==> src/rtl/axi_mem_arbiter.sv <==
// Shares one AXI memory-controller port between instruction fetch (I) and data (D).
// States: IDLE | no grant, outputs 0 ; GNT_I | fetch owns port ; GNT_D | data owns port
module axi_mem_arbiter #(
  parameter int ADDR_W       = 32,
  parameter int DATA_W       = 32,
  parameter int MAX_D_STREAK = 4
) (
  input  logic              clk,
  input  logic              nrst,
  input  logic              i_read,
  input  logic [ADDR_W-1:0] i_addr,
  input  logic              i_done,
  output logic              i_ready,
  output logic [DATA_W-1:0] i_load,
  input  logic              d_read,
  input  logic [1:0]        d_write,
  input  logic [ADDR_W-1:0] d_addr,
  input  logic [DATA_W-1:0] d_store,
  input  logic              d_done,
  output logic              d_ready,
  output logic [DATA_W-1:0] d_load,
  output logic              m_read,
  output logic [1:0]        m_write,
  output logic [ADDR_W-1:0] m_addr,
  output logic [DATA_W-1:0] m_store,
  output logic              m_done,
  input  logic              m_ready,
  input  logic [DATA_W-1:0] m_load
);

  localparam int SW = (MAX_D_STREAK < 1) ? 1 : $clog2(MAX_D_STREAK + 1);
  localparam logic [SW-1:0] STREAK_MAX = SW'(MAX_D_STREAK);

  typedef enum logic [1:0] {IDLE = 2'd0, GNT_I = 2'd1, GNT_D = 2'd2} state_e;

  state_e        state_q, state_d;
  logic [SW-1:0] streak_q, streak_d;
  logic          ireq, dreq, force_i;

  assign ireq    = i_read;
  assign dreq    = d_read | (d_write != 2'b00);
  assign force_i = (MAX_D_STREAK != 0) && (streak_q >= STREAK_MAX);

  always_ff @(posedge clk or negedge nrst) begin
    if (!nrst) begin
      state_q  <= IDLE;
      streak_q <= '0;
    end else begin
      state_q  <= state_d;
      streak_q <= streak_d;
    end
  end

  always_comb begin
    state_d  = state_q;
    streak_d = streak_q;
    case (state_q)
      IDLE: begin
        if (dreq && ireq)  state_d = force_i ? GNT_I : GNT_D;
        else if (dreq)     state_d = GNT_D;
        else if (ireq)     state_d = GNT_I;
      end
      GNT_I: begin
        if (m_ready && i_done) begin
          state_d  = IDLE;
          streak_d = '0;
        end
      end
      GNT_D: begin
        if (m_ready && d_done) begin
          state_d = IDLE;
          // Saturating count of D wins that left a fetch waiting
          if (ireq) streak_d = (streak_q >= STREAK_MAX) ? STREAK_MAX : streak_q + 1'b1;
          else      streak_d = '0;
        end
      end
      default: state_d = IDLE;
    endcase
  end

  always_comb begin
    m_read  = 1'b0;
    m_write = 2'b00;
    m_addr  = '0;
    m_store = '0;
    m_done  = 1'b0;
    i_ready = 1'b0;
    i_load  = '0;
    d_ready = 1'b0;
    d_load  = '0;
    case (state_q)
      GNT_I: begin
        m_read  = i_read;
        m_addr  = i_addr;
        m_done  = i_done;
        i_ready = m_ready;
        i_load  = m_load;
      end
      GNT_D: begin
        m_read  = d_read;
        m_write = d_write;
        m_addr  = d_addr;
        m_store = d_store;
        m_done  = d_done;
        d_ready = m_ready;
        d_load  = m_load;
      end
      default: ;
    endcase
  end

endmodule

==> config.mk <==
export PLATFORM = sky130hd
export DESIGN_NAME = axi_mem_arbiter
export DESIGN_NICKNAME = d
export VERILOG_FILES = /design/src/rtl/axi_mem_arbiter.sv
export SDC_FILE = /design/constraint.sdc
export NUM_CORES = 1
export LEC_CHECK = 0
export ABC_AREA = 1
export CAP_MARGIN = 20
export CORE_AREA = 2 2 105 107
export CTS_CLUSTER_DIAMETER = 80
export CTS_CLUSTER_SIZE = 16
export DETAILED_ROUTE_END_ITERATION = 10
export DIE_AREA = 0 0 107 109
export SLEW_MARGIN = 5
export SYNTH_ARGS = -nofsm -noshare
export SYNTH_HDL_FRONTEND = slang
export SYNTH_SLANG_ARGS = --single-unit
==> constraint.sdc <==
create_clock -name clk -period 2.7 [get_ports clk]
set_clock_uncertainty 0.1 [all_clocks]
set_input_delay 0.27 -clock clk [delete_from_list [all_inputs] [get_ports clk]]
set_output_delay 0.27 -clock clk [all_outputs]
set_load 0.05 [all_outputs]
After elaboration in Yosys (flattened, before gate mapping):

Index checks and enable logic that the tools add are counted.

* register bits after elaboration: 5
* bits in latches: 0
* memory bits (writable): 0
* bits in read-only memories: 0
* word-level logic and storage cells: 39
* memories kept: 0

* add/subtract/negate cells: 1
* multipliers: 0
* div/mod/pow operators: 0
* magnitude comparators: 1
* equal/unequal tests: 5
* shift-type cells: 0
* mux-type cells: 21
* bitwise gates (word level): 1
* reduce and logical (&&, ||, !) cells: 8

Operators with widths (number)
* 32-bit two-way mux: 3
* 32-bit case mux with 2 select lines: 1
* 2-bit two-way mux: 7
* 3-bit two-way mux: 4
* 2-bit case mux with 3 select lines: 1
* 3-bit case mux with 2 select lines: 1
* 3-bit AND reduction: 2
* 2-bit inequality test (second input constant): 2
* 4-bit inequality test (second input constant): 1
* 1-bit case mux with 2 select lines: 2
* 2-bit nonzero test: 2
* 3-bit by 1-bit adder with 3-bit output (second input constant): 1
* 3-bit >= comparator (second input constant): 1
* 1-bit logical AND: 3
* 2-bit by 1-bit equality test with 1-bit output (second input constant): 1
* 2-bit equality test (second input constant): 1
* 2-bit logical NOT: 1
* 1-bit two-way mux: 2
* 1-bit OR: 1

Logic depth before layout (Yosys ltp):

Gate-level depths: netlist of run 1.

* word-level depth: 5
* mapped depth: 9
* mapped depth without buffers: 8

Worst setup path before layout of run 1:

Ideal clock, no wire load.

* kind: flip-flop to output port
* start: register state_q[0]
* end: output port m_addr[0]
* data arrival time: 1.795 ns
* data required time: 2.330 ns
* setup slack: 0.535 ns
* cell stages (with the launch flop): 6
* cell sequence: dfrtp_1 > inv_1 > ha_1 > clkinv_1 > clkbuf_1 > a21oi_1

* word-level cells in the longest chain between the ends: 2

Ends and longest elaborated chain
* start, declared: line 36 `state_e state_q, state_d;`
* start signal, assigned: line 49 `state_q <= state_d;`
* 2-bit equality test / 2-bit by 1-bit equality test with 1-bit output (equally long branches): line 91 `case (state_q)`
* 32-bit case mux with 2 select lines (*): line 91
* end, declared: line 24 `output logic [ADDR_W-1:0] m_addr,`

Mark *: on every way between the ends. The rest lies on a longest branch, timed or not.

Final worst setup path of run 1:

* start: register state_q[1]
* end: output port m_addr[22]

Same word-level chain as after synthesis.

==> results of run 1 <==
[power by group through the flow]
stage	Combinational, mW	Sequential, mW	Clock [mW]
final	5.12	0.118	0.143
after global routing	5.37	0.121	0.153
after CTS	5.17	0.117	0.146
after detailed placement	5.16	0.118	0
after global placement	5.11	0.116	0
after floorplan	2.63	0.111	0
[stage by stage]
stage	util	instance area (um^2)	power [mW]	cells
after floorplan	-	1699	2.738	381
after global placement	0.5173	5485	5.226	774
after detailed placement	0.5173	5485	5.283	774
after CTS	0.5216	5530	5.436	778
after global routing	0.5225	5540	5.643	778
final	0.5225	5540	5.380	778
[path summary, 6_finish.rpt]
path	slack [ns]	end	cells past startpoint
worst max-delay path	0.27	m_addr[22]	6
worst min-delay path	0.18	streak_q[2]	1
worst max register to register	0.81	streak_q[0]	7
min in group clk	0.42	streak_q[1]	2
max in group asynchronous	2.12	streak_q[1]	1
worst min register to register	0.42	streak_q[1]	2
[layer usage]
layer  routed length (um)  up-vias  track usage
met5                    0        -            0
met4                   82        0      0.02876
met3                  885        6      0.03945
met2                 5420      146       0.3135
met1                 3279     1353       0.1578
li1                     -     1572            -
[sequential cells by signal, indices dropped and copies added (netlist names)]
register and cells:
streak_q 3, state_q 2
[kinds of logic after synthesis]
group,after synthesis,synth area share
and+or+nand+nor,201,0.4514
DFF,5,0.07364
buffers and inverters,132,0.3262
AOI/OAI and AO/OA,38,0.1119
adders and majority gates,5,0.03682
[area by class of cell]
class	count	share of cell area
clock buffer	4	0.008130
inverter	109	0.07385
timing repair buffer	276	0.6752
tap	140	0.03162
sequential	5	0.02258
multi-input combinational	244	0.1886
[layout by cell type (no fill, tap or decap)]
cell | synthesis | layout
dfrtp_1 | 5 | 5
clkdlybuf4s50_1 | 0 | 157
clkinv_1 | 1 | 1
nor2_1 | 8 | 8
o21ai_0 | 3 | 3
clkbuf_1 | 3 | 1
buf_12 | 0 | 102
inv_1 | 108 | 108
clkbuf_8 | 0 | 3
or2_0 | 1 | 1
ha_1 | 5 | 3
a21oi_1 | 35 | 35
nand3_2 | 1 | 1
nand2_1 | 188 | 188
buf_4 | 11 | 17
nand3_1 | 3 | 3
ha_4 | 0 | 2
==> metrics.md, run 1 <==
| Metric | Value |
|---|---|
| Worst slew pin tran | 0.5048 ns |
| N_diodes | 0 |
| Pleak | 2.943 nW |
| Area fraction of the dominant cell type after synthesis | 0.4153 |
| Wire per inst | 12.43 um |
| Asr flop ratio synth | 1.000 |
| Starting density of the core | 0.1603 |
| Crit path largest cell delay | 0.41 ns |
| Startpoint Class | flip-flop |
| Ranking of synthesized cells by area | nand2_1, inv_1, a21oi_1 |
| Sequential area share after synthesis | 0.07364 |
| Rel. slew slack | 0.6624 |
| CTS Hold Bufs | 0 |
| CTS Sinks | 5 |
| Ports | 271 |
| Setup-failing EPs final | 0 |
| Crit Path Class | flip-flop to primary output |
| Total core area | 10600 um^2 |
| Mean Syn Cell Area | 4.460 um^2 |
| Final min period | roughly 2.4 ns |
| PortBufs | 270 |
| Global-route usage over all layers | 0.1540 |
| Power density over cell area | 971.1 nW/um^2 |
| Nets | 781 |
| Post-synthesis register bit count | 5 |
| Cell Area, Synth | 1699 um^2 |
| Combinational share of power | 0.951 |
| Clock share of power | 0.027 |
| CTS resizes | 0 |
| F_max | between 400 and 500 MHz |
| Crit-path cells | inv_1, ha_4, buf_4, nand2_1, a21oi_1, buf_12 |
| Status | completed |
| Part of the power in registers | 0.022 |
| Crit path arrival time | 2.06 ns |
| CTS Buf Count | 3 |
| Routability congestion estimate | 0.8043 |
| Post-synth EDFFs | 0 |
| Layout cells sized above 1 | 0.1959 |
| Via density | between 3 and 4 |
| Post-CTS setup buffers | 0 |
| DPL Wire Length | 8.427 mm |
| Crit Reg-Reg Startpoint | state_q[1] |
| Largest net degree at the start of global routing | 43 |
| Crit share post-route | 0.9015 |
| Root Driver | clkbuf_8 |
| Residual DRC | 0 |
| Net Sw Power | 3.010 mW |
| Worst setup margin | 0.2659 ns |
| Post-detailed-routing wire length | 9.667 mm |
| CP startpoint | state_q[1] |
| HP Class | input pin to asynchronous set/reset pin |
| Place WS | 0.3005 ns |
| Initial antenna violation count | 0 |
| Sw frac | 0.5594 |
| Top cell type by total area after synthesis | nand2_1 |
| Max-slew violations | 0 |
| Htree depth | 1 |
| Synth-to-Final Area Change | 226.1% |
| Area of the die | 11660 um^2 |
| First-pass GRT wire length | around 14 mm |
| Row count | 38 |
| Reg clk slew, reported paths | 0.04 ns |
| Clk buf depth | 2 |
| Worst path bufs/invs | 3 |
| Clock Latency Late Sink | roughly 0.23 ns |
| Slowest CP cell | dfrtp_1 |
| 1st-pass router iterations | 4 |
| Cells after synthesis | about 380 |
| Number of global-route vias before repair | 2923 |
| Detailed router's first-iteration violation count | ~140 |
| Crit path max-delay family | buffers and inverters |
| Count leader, synth | nand2_1 |
| Die X | 107 um |
| Syn_nets | 523 |
| FILL cells | 1019 |
| Area of the multi-input gates | 1045 um^2 |
| Setup TNS | 0 ns |
| CP max FO | 32 |
| RSZ-0062 raised after global routing | false |
| Max-cap viol count | 0 |
| Storage element area | 125.1 um^2 |
| Grt total ovfl | 0 |
| Syn. warnings | 0 |
| Max VDD drop | 408.8 uV |
| Count of cell types in the netlist | 15 |
| DR vias | 3077 |
| Internal power component | about 2.4 mW |
| Main synth FF type | dfrtp_1 |
| CTS tree | done |
| CP required | 2.33 ns |
| Setup crit end kind | primary output |
| Die Height | 109 um |
| Hold_ws | approximately 0.18 ns |
| Final ANT Viol Nets | 0 |
| Synth cell count leaders | nand2_1, inv_1, a21oi_1 |
| Final hold violations | 0 |
Power figures use the tool's default switching activity.
==> run 2, diff against run 1 <==
--- a/config.mk
+++ b/config.mk
@@ -12,7 +12,6 @@
 export CTS_CLUSTER_SIZE = 16
 export DETAILED_ROUTE_END_ITERATION = 10
 export DIE_AREA = 0 0 107 109
-export SLEW_MARGIN = 5
 export SYNTH_ARGS = -nofsm -noshare
 export SYNTH_HDL_FRONTEND = slang
 export SYNTH_SLANG_ARGS = --single-unit
==> results of run 2 <==
The final DEF is identical to that of run 1; final timing and power are the same.
